==> config.mk <==
export PLATFORM = sky130hd
export DESIGN_NAME = ahfp_sub_ci
export DESIGN_NICKNAME = d
export VERILOG_FILES = /design/src/rtl/ahfp_pkg.sv /design/src/rtl/ahfp_sub_multi.sv /design/src/rtl/ahfp_sub_ci.sv
export SDC_FILE = /design/constraint.sdc
export NUM_CORES = 1
export LEC_CHECK = 0
export BUFFER_PORTS_ARGS = -buffer_cell sky130_fd_sc_hd__buf_2
export CAP_MARGIN = 20
export CORE_UTILIZATION = 30
export CTS_CLUSTER_DIAMETER = 150
export DETAILED_ROUTE_END_ITERATION = 10
export SETUP_SLACK_MARGIN = 0.1
export SYNTH_ARGS = -nofsm -noshare
export SYNTH_HDL_FRONTEND = slang
export SYNTH_SLANG_ARGS = --single-unit
==> constraint.sdc <==
create_clock -name clk -period 9.2 [get_ports clk]
set_input_delay 0.92 -clock clk [delete_from_list [all_inputs] [get_ports clk]]
set_output_delay 0.92 -clock clk [all_outputs]
set_load 0.03 [all_outputs]
==> src/rtl/ahfp_pkg.sv <==
// ahfp_pkg: constants, state encoding and the special-operand classifier
// shared by the ahfp_*_ci custom-instruction front ends.
package ahfp_pkg;

  localparam logic [7:0]  FP_EXP_MAX = 8'hFF;
  localparam logic [31:0] FP_QNAN    = 32'h7FC00000;

  // IEEE-754 single-precision field positions
  localparam int FP_SIGN_BIT = 31;
  localparam int FP_EXP_MSB  = 30;
  localparam int FP_EXP_LSB  = 23;
  localparam int FP_MAN_MSB  = 22;
  localparam int FP_MAN_LSB  = 0;

  typedef enum logic [1:0] {
    ST_IDLE = 2'd0,
    ST_RUN  = 2'd1,
    ST_FIN  = 2'd2
  } ci_state_t;

  // special: the operation is fully resolved without the core.
  // qnan:    the answer is the canonical quiet NaN (value is then don't-care).
  typedef struct packed {
    logic        special;
    logic        qnan;
    logic [31:0] value;
  } fp_spec_t;

  // Classifies a - b. Denormals count as zero (flush-to-zero).
  function automatic fp_spec_t fp_sub_special(input logic [31:0] a,
                                              input logic [31:0] b);
    fp_spec_t   r;
    logic       sa, sb;
    logic [7:0] ea, eb;
    logic       ma_nz, mb_nz;
    logic       a_zero, b_zero, a_inf, b_inf, a_nan, b_nan;
    sa     = a[FP_SIGN_BIT];
    sb     = b[FP_SIGN_BIT];
    ea     = a[FP_EXP_MSB:FP_EXP_LSB];
    eb     = b[FP_EXP_MSB:FP_EXP_LSB];
    ma_nz  = |a[FP_MAN_MSB:FP_MAN_LSB];
    mb_nz  = |b[FP_MAN_MSB:FP_MAN_LSB];
    a_zero = (ea == 8'd0);
    b_zero = (eb == 8'd0);
    a_inf  = (ea == FP_EXP_MAX) && !ma_nz;
    b_inf  = (eb == FP_EXP_MAX) && !mb_nz;
    a_nan  = (ea == FP_EXP_MAX) && ma_nz;
    b_nan  = (eb == FP_EXP_MAX) && mb_nz;

    r.special = 1'b1;
    r.qnan    = 1'b0;
    r.value   = 32'h0;
    if (a_nan || b_nan) begin
      r.qnan  = 1'b1;
      r.value = FP_QNAN;
    end else if (a_inf && b_inf && (sa == sb)) begin
      // inf - inf of the same sign is undefined
      r.qnan  = 1'b1;
      r.value = FP_QNAN;
    end else if (a_inf) begin
      r.value = a;
    end else if (b_inf) begin
      r.value = {~sb, b[FP_EXP_MSB:FP_MAN_LSB]};
    end else if (a_zero && b_zero) begin
      r.value = 32'h0;
    end else if (b_zero) begin
      r.value = a;
    end else if (a_zero) begin
      r.value = {~sb, b[FP_EXP_MSB:FP_MAN_LSB]};
    end else begin
      r.special = 1'b0;
    end
    return r;
  endfunction

endpackage

==> src/rtl/ahfp_sub_multi.sv <==
// ahfp_sub_multi: free-running pipelined single-precision subtractor.
// Operands are assumed normal and finite (the front end resolves zero,
// denormal, Inf and NaN). Round-to-nearest-even; overflow gives Inf,
// underflow flushes to signed zero.
// Ports:
//   i_clk  - clock
//   i_a    - minuend
//   i_b    - subtrahend
//   o_res  - i_a - i_b, STAGES clocks after the operands are applied
module ahfp_sub_multi #(
  parameter int STAGES = 7
) (
  input  logic        i_clk,
  input  logic [31:0] i_a,
  input  logic [31:0] i_b,
  output logic [31:0] o_res
);

  // Index of the most significant set bit, expressed as a left-shift count.
  function automatic logic [4:0] lzc27(input logic [26:0] v);
    logic [4:0] c;
    c = 5'd27;
    for (int i = 0; i < 27; i++) begin
      if (v[i]) c = 5'(26 - i);
    end
    return c;
  endfunction

  // Round-to-nearest-even on {mant[23:0], G, R, S}, then pack with
  // overflow to Inf and underflow to zero.
  function automatic logic [31:0] rne_pack(input logic              s,
                                           input logic signed [9:0] e,
                                           input logic [26:0]       n,
                                           input logic              z);
    logic              inc;
    logic [24:0]       m;
    logic signed [9:0] ee;
    inc = n[2] & (n[1] | n[0] | n[3]);
    m   = {1'b0, n[26:3]} + {24'd0, inc};
    ee  = e;
    if (m[24]) begin
      m  = m >> 1;
      ee = ee + 10'sd1;
    end
    if (z)                  return 32'h0;
    else if (ee >= 10'sd255) return {s, 8'hFF, 23'd0};
    else if (ee <= 10'sd0)   return {s, 31'd0};
    else                     return {s, ee[7:0], m[22:0]};
  endfunction

  // ---- stage p1: negate b, order by magnitude, exponent difference
  logic [31:0] w_b_neg, w_x, w_y;
  logic        w_swap;
  assign w_b_neg = {~i_b[31], i_b[30:0]};
  assign w_swap  = (i_b[30:0] > i_a[30:0]);
  assign w_x     = w_swap ? w_b_neg : i_a;
  assign w_y     = w_swap ? i_a : w_b_neg;

  logic        r_sx_p1, r_sub_p1;
  logic [7:0]  r_ex_p1, r_d_p1;
  logic [23:0] r_mx_p1, r_my_p1;
  always_ff @(posedge i_clk) begin
    r_sx_p1  <= w_x[31];
    r_sub_p1 <= w_x[31] ^ w_y[31];
    r_ex_p1  <= w_x[30:23];
    r_d_p1   <= w_x[30:23] - w_y[30:23];
    r_mx_p1  <= {1'b1, w_x[22:0]};
    r_my_p1  <= {1'b1, w_y[22:0]};
  end

  // ---- stage p2: align the smaller operand, keeping guard/round/sticky
  logic [49:0] w_wide;
  logic [26:0] w_my_al;
  assign w_wide  = {r_my_p1, 26'd0} >> r_d_p1;
  // beyond 49 places every bit is gone, but the operand was nonzero
  assign w_my_al = (r_d_p1 >= 8'd50) ? 27'd1
                                     : {w_wide[49:24], w_wide[23] | (|w_wide[22:0])};

  logic        r_sx_p2, r_sub_p2;
  logic [7:0]  r_ex_p2;
  logic [26:0] r_mx_p2, r_my_p2;
  always_ff @(posedge i_clk) begin
    r_sx_p2  <= r_sx_p1;
    r_sub_p2 <= r_sub_p1;
    r_ex_p2  <= r_ex_p1;
    r_mx_p2  <= {r_mx_p1, 3'b000};
    r_my_p2  <= w_my_al;
  end

  // ---- stage p3: magnitude add/subtract (x >= y, so never negative)
  logic [27:0] w_sum;
  assign w_sum = r_sub_p2 ? ({1'b0, r_mx_p2} - {1'b0, r_my_p2})
                          : ({1'b0, r_mx_p2} + {1'b0, r_my_p2});

  logic        r_sx_p3;
  logic [7:0]  r_ex_p3;
  logic [27:0] r_sum_p3;
  always_ff @(posedge i_clk) begin
    r_sx_p3  <= r_sx_p2;
    r_ex_p3  <= r_ex_p2;
    r_sum_p3 <= w_sum;
  end

  // ---- stage p4: normalize so the hidden bit sits at n[26]
  logic [4:0]        w_lz;
  logic [26:0]       w_n;
  logic signed [9:0] w_e;
  assign w_lz = lzc27(r_sum_p3[26:0]);
  always_comb begin
    w_n = r_sum_p3[26:0] << w_lz;
    w_e = $signed({2'b00, r_ex_p3}) - $signed({5'd0, w_lz});
    if (r_sum_p3[27]) begin
      w_n = {r_sum_p3[27:2], r_sum_p3[1] | r_sum_p3[0]};
      w_e = $signed({2'b00, r_ex_p3}) + 10'sd1;
    end
  end

  logic              r_s_p4, r_z_p4;
  logic signed [9:0] r_e_p4;
  logic [26:0]       r_n_p4;
  always_ff @(posedge i_clk) begin
    r_s_p4 <= r_sx_p3;
    r_z_p4 <= (r_sum_p3 == 28'd0);
    r_e_p4 <= w_e;
    r_n_p4 <= w_n;
  end

  // ---- stage p5: round and pack
  logic [31:0] r_res_p5;
  always_ff @(posedge i_clk) begin
    r_res_p5 <= rne_pack(r_s_p4, r_e_p4, r_n_p4, r_z_p4);
  end

  // ---- stages p6..: delay to the advertised latency
  generate
    if (STAGES > 5) begin : g_dly
      logic [31:0] r_dly [STAGES-5];
      always_ff @(posedge i_clk) begin
        r_dly[0] <= r_res_p5;
        for (int i = 1; i < STAGES - 5; i++) r_dly[i] <= r_dly[i-1];
      end
      assign o_res = r_dly[STAGES-6];
    end else begin : g_nodly
      assign o_res = r_res_p5;
    end
  endgenerate

endmodule

==> src/rtl/ahfp_sub_ci.sv <==
// ahfp_sub_ci: Nios II multi-cycle custom instruction computing
// dataa - datab in single precision. Zero/denormal/Inf/NaN cases are
// answered in one cycle; otherwise the operands are held at the inputs of
// ahfp_sub_multi for LATENCY clocks and its output is returned.
// Ports:
//   clk, reset     - clock, synchronous active-high reset
//   clk_en         - Nios clock enable; low freezes every register here
//   start          - one-cycle request (qualified by clk_en)
//   dataa, datab   - minuend, subtrahend
//   done           - one-cycle completion pulse
//   result         - difference, held until the next done
module ahfp_sub_ci #(
  parameter int          LATENCY = 7,
  parameter logic [31:0] QNAN    = 32'h7FC00000
) (
  input  logic        clk,
  input  logic        reset,
  input  logic        clk_en,
  input  logic        start,
  input  logic [31:0] dataa,
  input  logic [31:0] datab,
  output logic        done,
  output logic [31:0] result
);
  import ahfp_pkg::*;

  ci_state_t   r_state;
  logic [3:0]  r_cnt;
  logic [31:0] r_op_a, r_op_b;
  logic [31:0] r_result;
  logic        r_done;
  fp_spec_t    w_spec;
  logic [31:0] w_core_res;

  assign w_spec = fp_sub_special(dataa, datab);

  // The core only ever sees the captured operands, so with clk_en low it
  // keeps computing on constant inputs and its output stays valid.
  ahfp_sub_multi #(
    .STAGES (LATENCY)
  ) u_core (
    .i_clk (clk),
    .i_a   (r_op_a),
    .i_b   (r_op_b),
    .o_res (w_core_res)
  );

  always_ff @(posedge clk) begin
    if (reset) begin
      r_state  <= ST_IDLE;
      r_cnt    <= 4'd0;
      r_op_a   <= 32'h0;
      r_op_b   <= 32'h0;
      r_result <= 32'h0;
      r_done   <= 1'b0;
    end else if (clk_en) begin
      r_done <= 1'b0;
      case (r_state)
        ST_IDLE: begin
          if (start) begin
            if (w_spec.special) begin
              r_result <= w_spec.qnan ? QNAN : w_spec.value;
              r_done   <= 1'b1;
            end else begin
              r_op_a  <= dataa;
              r_op_b  <= datab;
              r_cnt   <= 4'd0;
              r_state <= ST_RUN;
            end
          end
        end
        ST_RUN: begin
          // start is not looked at here, so a stray request cannot disturb
          // the operands in flight
          r_cnt <= r_cnt + 4'd1;
          if (r_cnt == 4'(LATENCY - 1)) r_state <= ST_FIN;
        end
        ST_FIN: begin
          r_result <= w_core_res;
          r_done   <= 1'b1;
          r_state  <= ST_IDLE;
        end
        default: r_state <= ST_IDLE;
      endcase
    end
  end

  assign done   = r_done;
  assign result = r_result;

endmodule

* Word level (Yosys, flattened, before mapping) *
Memories as Yosys holds them, arrays and structs flattened.
Index checks and enable logic that the tools add are counted.
Widths: inputs -> output; s select.

storage, ports and cells
  register bits after elaboration = 335
  bits in latches = 0
  bits in writable memories = 64
  memory bits (read-only) = 0
  output and inout port bits = 33
  memories = 1

operators by class
  add/subtract/negate cells = 8
  multipliers = 0
  divide/modulo/power cells = 0
  $lt $le $gt $ge = 4
  equal/unequal tests = 10
  shift-type cells = 2
  multiplexer cells = 65
  bitwise gates (word level) = 9
  reductions and logical operators = 24

memories
  memory              depth  width  read ports  clocked after Yosys merged registers in  write ports  line                   text
  u_core.g_dly.r_dly  2      32     2           0                                        2            ahfp_sub_multi.sv:137  logic [31:0] r_dly [STAGES-5];

operator list
  kind                   count
  $mux 32                11
  $mux 5                 16
  $reduce_or 23->1       3
  $pmux 32 s2            1
  $mux 31                2
  $shr 50x8->50          1
  $mux 4                 10
  $mux 33                1
  $gt 31x31->1           1
  $add 27x27->28         1
  $logic_not 28->1       1
  $mux 28                1
  $sub 27x27->28         1
  $shl 27x5->27          1
  $mux 26                1
  $add 24x1->25          1
  $mux 23                1
  $mux 10                2
  $eq 8x8->1 const B     2
  $logic_not 8->1        2
  $reduce_and 4->1       4
  $mux 1                 11
  $add 10x2->10 const B  1
  $ge 10x9->1 const B    1
  other kinds (25)       45

* Logic depth before layout (Yosys ltp) *
  depth after elaboration = 29
  mapped depth = 17

* Cells and area by module *
Synthesis repeated with hierarchy kept, for this count alone.

unflattened totals
  cells, all modules = 2,395
  area total of the unflattened synthesis = 20,160.6 um^2

modules (own cells, without submodules)
  module          times used  cells each  area an instance (um^2)
  ahfp_sub_multi  1           1,797       15,467.3
  ahfp_sub_ci     1           598         4,693.3

* Least setup slack after synthesis *
OpenSTA, ideal clock, no wires.

  path type = register -> register
  from = register r_op_a[25]
  to = register u_core.r_d_p1[6]
  setup time = 72 ps
  data arrival time = 3,183 ps
  slack = 5,945 ps
  cell stages (with the launch flop) = 16
  clock period less this slack = 3,255 ps
  path through = dfxtp_1 > inv_1 > ha_1 > o21ai_0 > o21ai_0 > a21oi_1 > o211ai_1 > o31ai_1 > clkbuf_1 > nand3_1 > and2_1 > ha_1 > or2_1 > a221o_1 > a31oi_1 > xnor2_1

on the way
  word-level cells in the longest chain between the ends = 3
  elaborated cells between the ends (all ways) = 4
  classes of those cells = add/sub (1); order compare (1); mux (2)

ends and longest elaborated chain
  element                     line                                        text
  start, declared             ahfp_sub_ci.sv:29                           logic [31:0] r_op_a, r_op_b;
  start signal, assigned      ahfp_sub_ci.sv:65                           r_op_a <= dataa;
  $gt 31x31->1                ahfp_sub_multi.sv:55                        assign w_swap = (i_b[30:0] > i_a[30:0]);
  $mux 32 (on tied branches)  ahfp_sub_multi.sv:56, ahfp_sub_multi.sv:57
  $sub 8x8->8 *               ahfp_sub_multi.sv:66                        r_d_p1 <= w_x[30:23] - w_y[30:23];
  end signal, assigned        ahfp_sub_multi.sv:66
  end, declared               ahfp_sub_multi.sv:60                        logic [7:0] r_ex_p1, r_d_p1;

Mark *: on every way between the ends. The rest lies on a longest branch, timed or not.
A chain may end at the register's enable or synchronous reset.

* Worst setup path in the final report *
  from = register r_op_a[25]
  to = register u_core.r_d_p1[7]

The elaborated chain is that of the path after synthesis.

==> results.toml <==
[final_layout]
final_cells = 3131
drive_above_1_share_pct = 12.0
area_growth_pct = 14.8
nets = 2407

[setup_path]
cp.depth = 13
crit_type = "reg2reg"
critical_path.cell_chain = "inv_1 > ha_1 > o21ai_0 > o21ai_0 > a21oi_1 > o211ai_1 > o31ai_4 > buf_4 > or3b_2 > and2_1 > a21oi_1 > a2111o_1 > xor2_1"
cp_top_family = "compound AO/OA/AOI/OAI gates"
crit_buf_inv = 2
arrival_ns = 4.59
cpPeakStageDelay_ns = 0.70
slowest_stage = "o31ai_4"
endpoint_kind = "flip-flop"
cp_max_fo = 77
critPathLaunchType = "flip-flop"
reg2reg_depth = 13
cp.required_ns = 9.66

[cts]
clk_latency_ns = 0.59
htreeDepth = 2
cts_tree = "done"
clock_sinks = 399
clk_pin_slew_worst_paths_ns = 0.06
clockRootBuffer = "clkbuf_16"
cts-resized-gates = 0
post_cts_buffers = 0
clockBufferDepth = 3
hold_buffers = 0
cts_buffers = 43

[floorplanning]
io_pins = 101
num_rows = 91
die_x_um = 253
die_h_um = 253
dieArea_um2 = 64100
coreArea_um2 = 62100
start_util_pct = 30.5

[drt]
dr_total_vias = 16555
drtPass1Iterations = 6
drcViolationCount = 0
antenna_left = 0
drt_iter0_drc = 1637
drt-wirelength-per-cell_um = 19.6
wl_um = 61200
vias_per_cell = 5.29

[logic_synthesis]
avgSynthCellArea_um2 = 8.58
syn_area_um2 = 18900
yosysMostFrequentCell = "dfxtp_1"
synth_top_cells_by_area = "dfxtp_1 42%, ha_1 5.9%, nand2_1 5.7%, a21oi_1 4.8%, nor2_1 4.1%"
synth_fp_nets = 2366
synth_top_cell_by_area = "dfxtp_1"
yosys-top-cells-count = "399 x dfxtp_1, 288 x nand2_1, 205 x nor2_1"
netlist_instances = 2207
synth_top_area_share_pct = 42.2
ys.flop_type = "dfxtp_1"
synth_warnings = 0
seq_area_frac_synth_pct = 42.2
synth-edff-count = 0
ys_seq_elements = 399
async_reset_ff_share_pct = 0
yosysUniqueCellTypes = 84

[placed_design]
gp_congestion = 0.943
dp_cells = 3038
port_buffers = 100
hpwl_um = 46700

[sta]
min_period_ns = 4.12
fmaxAchievable_mhz = 243
hold_viol = 0
slew_viol_final = 0
setup_tns_ns = 0
rsz0062_at_grt = "no"
skew_ns = 0.0178
slew_headroom_pct = 28.3
worst_pin_slew_ns = 1.08
fin_hold_ws_ns = 0.325
setup_viol = 0
post-route-period-util_pct = 44.8

[power]
ir_drop_uv = 140
power_frac_comb_pct = 34.2
swShare_pct = 38.2
p_switching_mw = 2.55
powerDensity_nw_per_um2 = 306
pwr-share-seq_pct = 38.5
power.leakage_nw = 8.46
clkPwrFrac_pct = 27.3
intPower_mw = 4.11

[global_routing]
grt.total_usage_pct = 18.8
grt_pass1_vias = 15804
antenna_found_initial = 17
grt_max_degree = 104
overflow = 0
grt_first_pass_wirelength_um = 92700

[job]
cap_violations = 0

[outcome]
outcome = "completed"

[hold_path]
holdPathStages = 0
hp-class = "reg2reg"
metal layers:
layer	global-route usage, %	up-vias	part of all wire, %
li1	-	7857	-
met1	26.0	7918	46
met2	29.9	673	44
met3	2.95	101	7.4
met4	5.54	6	2.5
met5	0	-	0.065
cell type report:
| cell class | count | area, µm² |
|---|---|---|
| Antenna cell | 11 | 27.5 |
| Timing Repair Buffer | 116 | 643 |
| Tap cell | 837 | 1050 |
| Clock buffer | 57 | 1220 |
| Clock inverter | 23 | 310 |
| Inverter | 116 | 435 |
| Sequential cell | 399 | 7990 |
| Fill cell | 6413 | 40300 |
| Multi-Input combinational cell | 1572 | 10100 |
per-stage QoR:
step	cell area (µm²)	worst slack, ns	util [%]	power [mW]
after floorplan	18900	5.94	-	4.05
after global placement	20100	5.19	32.5	4.81
after detailed placement	20100	5.11	32.5	4.79
after CTS	21700	5.06	34.9	6.64
after global routing	21700	4.64	35.0	6.99
final	21700	5.08	35.0	6.66
state kept, by name (all words and copies together) (netlist names), 10 cells and up:
signal	count
result	32
u_core.r_my_p1	23
u_core.r_mx_p2	23
u_core.r_sum_p3	28
u_core.r_my_p2	27
u_core.r_n_p4	27
u_core.r_e_p4	10
r_op_b	32
u_core.g_dly.r_dly	64
u_core.r_res_p5	32
r_op_a	32
u_core.r_mx_p1	23
final timing paths:
check	slack [ns]	to	from
setup reg to reg	5.08	u_core.r_d_p1[7]	r_op_a[25]
hold / removal	0.33	u_core.r_sx_p2	u_core.r_sx_p1
hold reg to reg	0.33	u_core.r_sx_p2	u_core.r_sx_p1
setup / recovery	5.08	u_core.r_d_p1[7]	r_op_a[25]
power by group through the flow:
stage                     logic (mW)  clock network (mW)  registers [mW]
after floorplan                 1.68                   0            2.37
after global placement          2.23                   0            2.58
after detailed placement        2.21                   0            2.58
after CTS                       2.23                1.85            2.55
after global routing            2.46                1.92            2.61
final                           2.28                1.82            2.56
logic make-up after synthesis:
kind of cell / synth area share (%)
XOR/XNOR: 3.24
buffers and inverters: 4.82
adder cells (fa/ha/maj): 6.09
AO/OA/AOI/OAI: 18.3
AND/OR/NAND/NOR: 17.9
multiplexers: 7.52
flip-flops: 42.2
layout by cell type, fill, tap and decap left out, drive strengths merged, types with 12 or more instances in the layout:
cell and n:
dfxtp 399, nand2 288, nor2 205, a21oi 181
o21ai 139, inv 116, buf 116, ha 89
mux2i 67, nor3 64, clkbuf 57, xnor2 44
o211ai 40, nand3 40, mux2 39, a22oi 32
xor2 26, nand4 23, nor4 20, nor2b 18
nand2b 16, clkinv 15, a211oi 14, mux4 14
a221oi 13, and3 12, o31ai 12, a21o 12
Note: power is estimated with default switching activity, not from simulation.
